$ cat src/rtl/ex_pkg.sv
// Shared encodings for the MIPS32 execute stage: opcodes, result categories,
// common constants and the divider state type.
package ex_pkg;

  localparam int RegBus     = 32;
  localparam int RegAddrBus = 5;
  localparam int AluOpBus   = 8;
  localparam int AluSelBus  = 3;

  localparam logic [RegBus-1:0]     ZeroWord      = 32'h0000_0000;
  localparam logic [RegAddrBus-1:0] NOPRegAddr    = 5'b00000;
  localparam logic                  WriteEnable   = 1'b1;
  localparam logic                  WriteDisable  = 1'b0;
  localparam logic                  StallRequest  = 1'b1;
  localparam logic                  NoStop        = 1'b0;

  localparam logic [AluOpBus-1:0] EXE_NOP_OP   = 8'b0000_0000;
  localparam logic [AluOpBus-1:0] EXE_AND_OP   = 8'b0010_0100;
  localparam logic [AluOpBus-1:0] EXE_OR_OP    = 8'b0010_0101;
  localparam logic [AluOpBus-1:0] EXE_XOR_OP   = 8'b0010_0110;
  localparam logic [AluOpBus-1:0] EXE_NOR_OP   = 8'b0010_0111;
  localparam logic [AluOpBus-1:0] EXE_SLL_OP   = 8'b0111_1100;
  localparam logic [AluOpBus-1:0] EXE_SRL_OP   = 8'b0000_0010;
  localparam logic [AluOpBus-1:0] EXE_SRA_OP   = 8'b0000_0011;
  localparam logic [AluOpBus-1:0] EXE_SLT_OP   = 8'b0010_1010;
  localparam logic [AluOpBus-1:0] EXE_SLTU_OP  = 8'b0010_1011;
  localparam logic [AluOpBus-1:0] EXE_ADD_OP   = 8'b0010_0000;
  localparam logic [AluOpBus-1:0] EXE_ADDU_OP  = 8'b0010_0001;
  localparam logic [AluOpBus-1:0] EXE_SUB_OP   = 8'b0010_0010;
  localparam logic [AluOpBus-1:0] EXE_SUBU_OP  = 8'b0010_0011;
  localparam logic [AluOpBus-1:0] EXE_MFHI_OP  = 8'b0001_0000;
  localparam logic [AluOpBus-1:0] EXE_MTHI_OP  = 8'b0001_0001;
  localparam logic [AluOpBus-1:0] EXE_MFLO_OP  = 8'b0001_0010;
  localparam logic [AluOpBus-1:0] EXE_MTLO_OP  = 8'b0001_0011;
  localparam logic [AluOpBus-1:0] EXE_DIV_OP   = 8'b0001_1010;
  localparam logic [AluOpBus-1:0] EXE_DIVU_OP  = 8'b0001_1011;

  localparam logic [AluSelBus-1:0] EXE_RES_NOP        = 3'b000;
  localparam logic [AluSelBus-1:0] EXE_RES_LOGIC      = 3'b001;
  localparam logic [AluSelBus-1:0] EXE_RES_SHIFT      = 3'b010;
  localparam logic [AluSelBus-1:0] EXE_RES_MOVE       = 3'b011;
  localparam logic [AluSelBus-1:0] EXE_RES_ARITHMETIC = 3'b100;

  typedef enum logic [1:0] {
    DIV_IDLE = 2'b00,
    DIV_ZERO = 2'b01,
    DIV_ON   = 2'b10,
    DIV_END  = 2'b11
  } div_state_t;

endpackage

$ cat src/rtl/ex_div.sv
// Iterative radix-2 restoring divider (32 steps) with signed fix-up.
// Instantiated by ex only when EXE_DIV_EN is defined.
module div
  import ex_pkg::*;
(
  input  logic        clk,
  input  logic        rst,
  input  logic        signed_i,
  input  logic [31:0] opdata1_i,
  input  logic [31:0] opdata2_i,
  input  logic        start_i,
  input  logic        annul_i,
  output logic [63:0] result_o,
  output logic        ready_o
);

  div_state_t  state;
  div_state_t  state_next;
  logic [31:0] quo;
  logic [31:0] rem;
  logic [31:0] dvs;
  logic [4:0]  count;
  logic        q_neg;
  logic        r_neg;
  logic [31:0] abs1;
  logic [31:0] abs2;
  logic [32:0] shifted;
  logic [33:0] diff;
  logic        borrow;
  logic [31:0] q_fix;
  logic [31:0] r_fix;

  assign abs1    = (signed_i && opdata1_i[31]) ? (~opdata1_i + 32'd1) : opdata1_i;
  assign abs2    = (signed_i && opdata2_i[31]) ? (~opdata2_i + 32'd1) : opdata2_i;
  // Partial remainder shifted left with the next dividend bit pulled in from the quotient register.
  assign shifted = {rem, quo[31]};
  assign diff    = {1'b0, shifted} - {2'b00, dvs};
  assign borrow  = diff[33];

  always_ff @(posedge clk or negedge rst) begin
    if (!rst) begin
      state <= DIV_IDLE;
    end else begin
      state <= state_next;
    end
  end

  always_comb begin
    state_next = state;
    if (annul_i) begin
      state_next = DIV_IDLE;
    end else begin
      case (state)
        DIV_IDLE: begin
          if (start_i) begin
            if (opdata2_i == 32'd0) begin
              state_next = DIV_ZERO;
            end else begin
              state_next = DIV_ON;
            end
          end else begin
            state_next = DIV_IDLE;
          end
        end
        DIV_ZERO: state_next = DIV_END;
        DIV_ON: begin
          if (count == 5'd31) begin
            state_next = DIV_END;
          end else begin
            state_next = DIV_ON;
          end
        end
        DIV_END: state_next = DIV_IDLE;
        default: state_next = DIV_IDLE;
      endcase
    end
  end

  always_ff @(posedge clk or negedge rst) begin
    if (!rst) begin
      quo   <= 32'd0;
      rem   <= 32'd0;
      dvs   <= 32'd0;
      count <= 5'd0;
      q_neg <= 1'b0;
      r_neg <= 1'b0;
    end else begin
      case (state)
        DIV_IDLE: begin
          if (state_next == DIV_ON) begin
            quo   <= abs1;
            rem   <= 32'd0;
            dvs   <= abs2;
            count <= 5'd0;
            q_neg <= signed_i & (opdata1_i[31] ^ opdata2_i[31]);
            r_neg <= signed_i & opdata1_i[31];
          end
        end
        DIV_ZERO: begin
          quo   <= 32'd0;
          rem   <= 32'd0;
          q_neg <= 1'b0;
          r_neg <= 1'b0;
        end
        DIV_ON: begin
          rem   <= borrow ? shifted[31:0] : diff[31:0];
          quo   <= {quo[30:0], ~borrow};
          count <= count + 5'd1;
        end
        default: begin
          count <= count;
        end
      endcase
    end
  end

  assign q_fix    = q_neg ? (~quo + 32'd1) : quo;
  assign r_fix    = r_neg ? (~rem + 32'd1) : rem;
  assign ready_o  = (state == DIV_END);
  assign result_o = ready_o ? {r_fix, q_fix} : 64'd0;

endmodule

$ cat src/rtl/ex.sv
// MIPS32 execute stage: logic/shift/arith/move results for EX/MEM.
// Define EXE_DIV_EN to build the iterative DIV/DIVU unit; otherwise divides are NOPs.
module ex
  import ex_pkg::*;
(
  input  logic                  clk,
  input  logic                  rst,
  input  logic [AluOpBus-1:0]   aluop_i,
  input  logic [AluSelBus-1:0]  alusel_i,
  input  logic [RegBus-1:0]     reg1_i,
  input  logic [RegBus-1:0]     reg2_i,
  input  logic [RegAddrBus-1:0] wd_i,
  input  logic                  wreg_i,
  input  logic [RegBus-1:0]     hi_i,
  input  logic [RegBus-1:0]     lo_i,
  input  logic                  flush_i,
  output logic [RegAddrBus-1:0] wd_o,
  output logic                  wreg_o,
  output logic [RegBus-1:0]     wdata_o,
  output logic                  whilo_o,
  output logic [RegBus-1:0]     hi_o,
  output logic [RegBus-1:0]     lo_o,
  output logic                  stallreq_o
);

  logic [RegBus-1:0] logic_res;
  logic [RegBus-1:0] shift_res;
  logic [RegBus-1:0] arith_res;
  logic [RegBus-1:0] move_res;
  logic [RegBus-1:0] sum;
  logic              is_sub;
  logic              ov;
  logic              is_div;
  logic              div_stall;
  logic              div_whilo;
  logic [RegBus-1:0] div_hi;
  logic [RegBus-1:0] div_lo;

  assign is_div = (aluop_i == EXE_DIV_OP) || (aluop_i == EXE_DIVU_OP);
  assign is_sub = (aluop_i == EXE_SUB_OP) || (aluop_i == EXE_SUBU_OP);
  assign sum    = is_sub ? (reg1_i - reg2_i) : (reg1_i + reg2_i);

  // Signed overflow only matters for the trapping forms ADD and SUB.
  always_comb begin
    ov = 1'b0;
    if (aluop_i == EXE_ADD_OP) begin
      ov = (reg1_i[31] == reg2_i[31]) && (sum[31] != reg1_i[31]);
    end else if (aluop_i == EXE_SUB_OP) begin
      ov = (reg1_i[31] != reg2_i[31]) && (sum[31] != reg1_i[31]);
    end else begin
      ov = 1'b0;
    end
  end

  always_comb begin
    logic_res = ZeroWord;
    case (aluop_i)
      EXE_AND_OP: logic_res = reg1_i & reg2_i;
      EXE_OR_OP:  logic_res = reg1_i | reg2_i;
      EXE_XOR_OP: logic_res = reg1_i ^ reg2_i;
      EXE_NOR_OP: logic_res = ~(reg1_i | reg2_i);
      default:    logic_res = ZeroWord;
    endcase
  end

  always_comb begin
    shift_res = ZeroWord;
    case (aluop_i)
      EXE_SLL_OP: shift_res = reg2_i << reg1_i[4:0];
      EXE_SRL_OP: shift_res = reg2_i >> reg1_i[4:0];
      EXE_SRA_OP: shift_res = $unsigned($signed(reg2_i) >>> reg1_i[4:0]);
      default:    shift_res = ZeroWord;
    endcase
  end

  always_comb begin
    arith_res = ZeroWord;
    case (aluop_i)
      EXE_ADD_OP, EXE_ADDU_OP, EXE_SUB_OP, EXE_SUBU_OP: arith_res = sum;
      EXE_SLT_OP:  arith_res = {31'd0, ($signed(reg1_i) < $signed(reg2_i))};
      EXE_SLTU_OP: arith_res = {31'd0, (reg1_i < reg2_i)};
      default:     arith_res = ZeroWord;
    endcase
  end

  always_comb begin
    move_res = ZeroWord;
    case (aluop_i)
      EXE_MFHI_OP: move_res = hi_i;
      EXE_MFLO_OP: move_res = lo_i;
      default:     move_res = ZeroWord;
    endcase
  end

`ifdef EXE_DIV_EN
  logic [63:0] div_result;
  logic        div_ready;

  div u_div (
    .clk       (clk),
    .rst       (rst),
    .signed_i  (aluop_i == EXE_DIV_OP),
    .opdata1_i (reg1_i),
    .opdata2_i (reg2_i),
    .start_i   (is_div & ~flush_i),
    .annul_i   (flush_i),
    .result_o  (div_result),
    .ready_o   (div_ready)
  );

  assign div_stall = is_div & ~div_ready & ~flush_i;
  assign div_whilo = is_div & div_ready;
  assign div_hi    = div_result[63:32];
  assign div_lo    = div_result[31:0];
`else
  logic unused_div_inputs;

  assign unused_div_inputs = &{1'b0, clk, flush_i};
  assign div_stall = NoStop;
  assign div_whilo = WriteDisable;
  assign div_hi    = ZeroWord;
  assign div_lo    = ZeroWord;
`endif

  // Output mux; everything is held at zero while reset is asserted.
  always_comb begin
    wd_o       = NOPRegAddr;
    wreg_o     = WriteDisable;
    wdata_o    = ZeroWord;
    whilo_o    = WriteDisable;
    hi_o       = ZeroWord;
    lo_o       = ZeroWord;
    stallreq_o = NoStop;
    if (rst) begin
      wd_o       = wd_i;
      wreg_o     = (ov || is_div) ? WriteDisable : wreg_i;
      stallreq_o = div_stall;
      case (alusel_i)
        EXE_RES_LOGIC:      wdata_o = logic_res;
        EXE_RES_SHIFT:      wdata_o = shift_res;
        EXE_RES_ARITHMETIC: wdata_o = arith_res;
        EXE_RES_MOVE:       wdata_o = move_res;
        default:            wdata_o = ZeroWord;
      endcase
      if (aluop_i == EXE_MTHI_OP) begin
        whilo_o = WriteEnable;
        hi_o    = reg1_i;
        lo_o    = lo_i;
      end else if (aluop_i == EXE_MTLO_OP) begin
        whilo_o = WriteEnable;
        hi_o    = hi_i;
        lo_o    = reg1_i;
      end else if (is_div) begin
        whilo_o = div_whilo;
        hi_o    = div_hi;
        lo_o    = div_lo;
      end else begin
        whilo_o = WriteDisable;
      end
    end else begin
      wd_o = NOPRegAddr;
    end
  end

endmodule
$ cat config.mk
export PLATFORM = sky130hd
export DESIGN_NAME = ex
export DESIGN_NICKNAME = d
export VERILOG_FILES = /design/src/rtl/ex_pkg.sv /design/src/rtl/ex_div.sv /design/src/rtl/ex.sv
export SDC_FILE = /design/constraint.sdc
export NUM_CORES = 1
export LEC_CHECK = 0
export BUFFER_PORTS_ARGS = -buffer_cell sky130_fd_sc_hd__buf_2
export CORE_MARGIN = 2
export CORE_UTILIZATION = 45
export DETAILED_ROUTE_END_ITERATION = 16
export GPL_TIMING_DRIVEN = 1
export PLACE_DENSITY = 0.77
export SYNTH_ARGS = -nofsm -noshare
export SYNTH_HDL_FRONTEND = slang
export SYNTH_HIERARCHICAL = 1
export SYNTH_SLANG_ARGS = --single-unit
export TNS_END_PERCENT = 50
$ cat constraint.sdc
create_clock -name vclk -period 9.1
set_clock_uncertainty 0.15 [all_clocks]
set_input_delay 0.91 -clock vclk [all_inputs]
set_output_delay 0.91 -clock vclk [all_outputs]
set_load 0.05 [all_outputs]
* Word-level counts from Yosys, hierarchy flattened
Cells that the tools add are included.
** Cells by class
- $add $sub $neg :: 2
- $lt $le $gt $ge :: 2
- Eq/ne operators :: 26
- Shift operators :: 3
- Mux-type cells :: 21
- Bitwise gates (word level) :: 4
- Reduce and logical (&&, ||, !) cells :: 6
** Operators with widths (number)
- two-way mux 32 bit :: 8
- one-hot mux 32 bit (4 select lines) :: 2
- one-hot mux 32 bit (3 select lines) :: 2
- == test 8 x 6 -> 1 bit (second input constant) :: 10
- less-than comparator 32 bit :: 2
- one-hot mux 32 bit (2 select lines) :: 1
- == test 8 x 5 -> 1 bit (second input constant) :: 6
- adder 32 bit :: 1
- bitwise AND 32 bit :: 1
- NOT 32 bit :: 1
- bitwise OR 32 bit :: 1
- << shifter 32 x 5 -> 32 bit :: 1
- >> shifter 32 x 5 -> 32 bit :: 1
- >>> shifter 32 x 5 -> 32 bit :: 1
- subtractor 32 bit :: 1
- bitwise XOR 32 bit :: 1
- == test 8 x 2 -> 1 bit (second input constant) :: 2
- == test 8 x 7 -> 1 bit (second input constant) :: 1
- two-way mux 1 bit :: 7
- == test 3 x 2 -> 1 bit (second input constant) :: 2
- two-way mux 5 bit :: 1
- OR reduction 4 bit :: 1
- == test 3 x 1 -> 1 bit (second input constant) :: 1
- == test 3 bit (second input constant) :: 1
- 4 further kinds :: 8
** Storage, ports and cells
- Flip-flop bits (word level) :: 0
- Input port bits :: 148
- Output and inout port bits :: 104
- Word-level logic and storage cells :: 64

* Depth between registers and ports, before layout
- Depth in word-level cells :: 10
- Gate-level depth with buffers :: 17
- Depth with buffers taken out :: 13

* Worst setup path after synthesis
OpenSTA, ideal clock, no wires.
- Kind :: input-to-output
- Start point :: in reg1_i[3]
- End point :: out wreg_o
- Data arrival time :: 5077 ps
- Required time :: 8040 ps
- Setup slack :: 2963 ps
- Cell stages on the path :: 15
- Buffers on the path :: 5
- Cell sequence :: clkbuf_1 inv_1 clkbuf_1 clkbuf_1 buf_1 ha_1 clkbuf_1 nor4_1 o31ai_1 a211oi_2 a211oi_1 o311a_1 or3_4 a21o_1 a21oi_1
** On the way
- Word-level cells in the longest chain between the ends :: 9
- Elaborated cells on any way between the ends :: 11
- Classes of those cells :: add/sub: 2; eq/ne: 1; mux: 5; reduce/logical: 3
** Ends and longest elaborated chain
- start: declaration :: RTL line ex.sv:10 : input logic [RegBus-1:0] reg1_i,
- adder 32 bit or subtractor 32 bit (tied branches) :: RTL line ex.sv:41 : assign sum = is_sub ? (reg1_i - reg2_i) : (reg1_i + reg2_i);
- two-way mux 32 bit * :: RTL line ex.sv:41
- != test 1 bit * :: RTL line ex.sv:47, ex.sv:49
- logical AND 1 bit :: RTL line ex.sv:49 : ov = (reg1_i[31] != reg2_i[31]) && (sum[31] != reg1_i[31]);
- two-way mux 1 bit :: RTL line ex.sv:48 : end else if (aluop_i == EXE_SUB_OP) begin
- two-way mux 1 bit * :: RTL line ex.sv:46 : if (aluop_i == EXE_ADD_OP) begin
- logical OR 1 bit * :: RTL line ex.sv:136 : wreg_o = (ov || is_div) ? WriteDisable : wreg_i;
- two-way mux 1 bit * :: RTL line ex.sv:136
- two-way mux 1 bit * :: RTL line ex.sv:134 : if (rst) begin
- end: declaration :: RTL line ex.sv:18 : output logic wreg_o,
Every way passes the cells marked *; elsewhere a longest branch is shown, timed or not.

* Worst setup path in the final report
- Start point :: in reg1_i[4]
- End point :: out wreg_o
Same word-level chain as after synthesis.

==> summary.md <==
| Metric | Value |
|---|---|
| Crit share post-route | 0.717 |
| Register area | 0 µm² |
| GP Congestion | just over 1 |
| CP most frequent cell | buf_2 |
| Die width | approximately 160 µm |
| Mux contribution to synthesized area | 0.205 |
| Gr ovfl total | 0 |
| Postcts setup bufs | 0 |
| Distinct cells, synth | between 70 and 80 |
| I/O Pins | between 200 and 300 |
| Hold_ws | between 2 and 2.5 ns |
| Slew headroom | 0.186 |
| Pre-Repair DR Iteration Count | 6 |
| Syn nets | approximately 1900 |
| Crit. End Element | output port |
| Antenna violations before repair | 0 |
| Syn avg cell area | ~6.5 µm² |
| Layout area overhead | 12.0% |
| WL final | a little under 50000 µm |
| Xor-xnor portion of the synthesized cell area | 0.0240 |
| DR DRC count | 0 |
| # resized after CTS | 0 |
| Vias in the first global route | about 12000 |
| Seq_cells | 0 |
| Clk_buf instances | 0 |
| Hold Vio Cnt, Final | 0 |
| Site Rows | 56 |
| Layout cells sized above 1 | 0.211 |
| Total Nets Final | between 1500 and 2000 |
| RSZ-0062 raised after global routing | false |
| WS Path Type | primary input to output port |
| Slew @ Worst Pin | between 1 and 1.5 ns |
| Via/cell ratio | approximately 6.6 |
| Starting Density | 0.455 |
| CP arrival | approximately 5.5 ns |
| YS warnings | 6 |
| Crit path required time | around 8.0 ns |
| Top delay family on crit path | compound AO/OA/AOI/OAI gates |
| Die span in y | roughly 160 µm |
| Maximum clock frequency | roughly 150 MHz |
| GRT Total Usage | 0.370 |
| WL/cell | 23.3 µm |
| CTS Hold Buffers Added | 0 |
| Slew Limit Fails | 0 |
| First-pass GRT wire length | approximately 70000 µm |
| Filler cell count | 2428 |
| Power Dens Cells | about 50 nW/µm² |
| Cell Chain, Critical Path | buf_2 -> inv_1 -> ha_1 -> nor4_1 -> o31ai_1 -> a211oi_2 -> a211oi_1 -> o311a_1 -> or3_4 -> a2111oi_4 -> a21oi_1 -> buf_2 |
| Hpwl dp | 35900 µm |
| Fin Setup TNS | 0 ns |
| Setup Viol. Count Final | 0 |
| Pre-CTS WS | 2.79 ns |
| Synth Area in Compound Gates | 0.338 |
| Drt first-iter violations | 1626 |
| Footprint of the multi-input gates | 9610 µm² |
| Worst path buffer plus inverter count | 3 |
| Synth Area in Adders | 0.117 |
| Core Box Area | ~23000 µm² |
| Status | finished clean |
| DIE AREA | between 20000 and 25000 µm² |
| Hold Crit Class | primary input to output port |
| Post-route ant nets | 0 |
| Leak | around 5.3 nW |
| Simple-gate area share of the yosys netlist | 0.219 |
| Largest net degree at the start of global routing | 80 |
| Largest family of logic cells by synthesized area | compound AO/OA/AOI/OAI gates |
| Seq/Total Area, Yosys | 0 |
| Slack of the critical path | 2.57 ns |
| Post-Syn Instances | 1617 |
| Maximum vdd drop | 0.0351 mV |
| Tmin final | approximately 6.5 ns |
| CP peak stage delay | ~0.70 ns |
| Port Buffer Count | 249 |
| Slowest-stage cell, CP | buf_2 |
| Crit Path Max Fanout | between 40 and 50 |
| Max-cap viol count | 0 |
| Critical path startpoint category | primary input |
| Mapped Area | 10600 µm² |
| Via Count | about 14000 |
==> where the power goes <==
part	switching (mW)	internal [mW]
sequential	0	0
combinational	0.372	0.223
clock	0	0.0000000275
total	0.372	0.223
==> worst min-delay path, stage by stage <==
cell	delay [ns]
buf_2	0.10
nand2_1	0.05
a21oi_1	0.05
buf_2	0.20
==> layout make-up <==
type | count | area share
well taps | 319 | 0.0337
multi-input cells | 1357 | 0.811
diodes | 1 | 0.000211
inverters | 117 | 0.0370
repair buffers | 269 | 0.118
==> metrics by stage <==
step	util	instances	instance area [µm²]	total power, mW
3_3_place_gp	0.510	2062	11900	0.572
4_1_cts	0.510	2062	11900	0.581
6_report	0.510	2063	11900	0.595
5_1_grt	0.510	2062	11900	0.643
2_1_floorplan	-	1617	10600	0.401
3_5_place_dp	0.510	2062	11900	0.577
==> cells in the mapped netlist (21+ instances only) <==
cell / count / share of area
nand3_1: 29 / 0.014
o22ai_1: 47 / 0.028
a211oi_1: 25 / 0.018
ha_1: 96 / 0.11
a22oi_1: 36 / 0.026
a21oi_1: 187 / 0.088
mux2i_1: 72 / 0.068
a31oi_1: 21 / 0.012
o211ai_1: 27 / 0.019
nand2_1: 216 / 0.077
nor3_1: 24 / 0.011
nor2_1: 147 / 0.052
mux4_2: 63 / 0.13
xnor2_1: 25 / 0.021
inv_1: 111 / 0.039
clkbuf_1: 105 / 0.037
o21ai_0: 129 / 0.061
==> layout by cell type, fill, tap and decap left out, types with 11 or more instances in the layout <==
cell type  count
o211ai_1      27
mux4_2        63
a31oi_1       21
nor2_1       145
a22oi_1       36
or3_1         13
a221oi_1      18
nor3_1        23
a21o_1        12
nand3_1       28
o21ai_0      129
o22ai_1       47
ha_1          96
inv_1        110
buf_4         22
o31ai_1       11
mux2i_1       72
nand2b_1      12
a21oi_1      187
buf_2        247
nand2_1      216
xnor2_1       25
and2_1        11
a211oi_1      25
==> logic make-up after synthesis <==
logic type,after synthesis
xor gates and xnor gates,29
other,1
buffers and inverters,260
muxes,138
adders and majority gates,98
AOI/OAI and AO/OA,576
and+or+nand+nor,515
==> final timing paths <==
check | slack [ns] | startpoint | cells after the start | to
worst max-delay path | 2.57 | reg1_i[4] | 12 | wreg_o
worst min-delay path | 2.07 | lo_i[3] | 4 | lo_o[3]
==> metal layers <==
metal	global-route usage	vias to the layer above	routed length [µm]
li1	-	6183	-
met1	0.489	6426	19400
met2	0.629	875	22200
met3	0.0347	112	4430
met4	0.132	0	2020
met5	0	-	0
No activity file was read; power rests on OpenSTA's default activity.
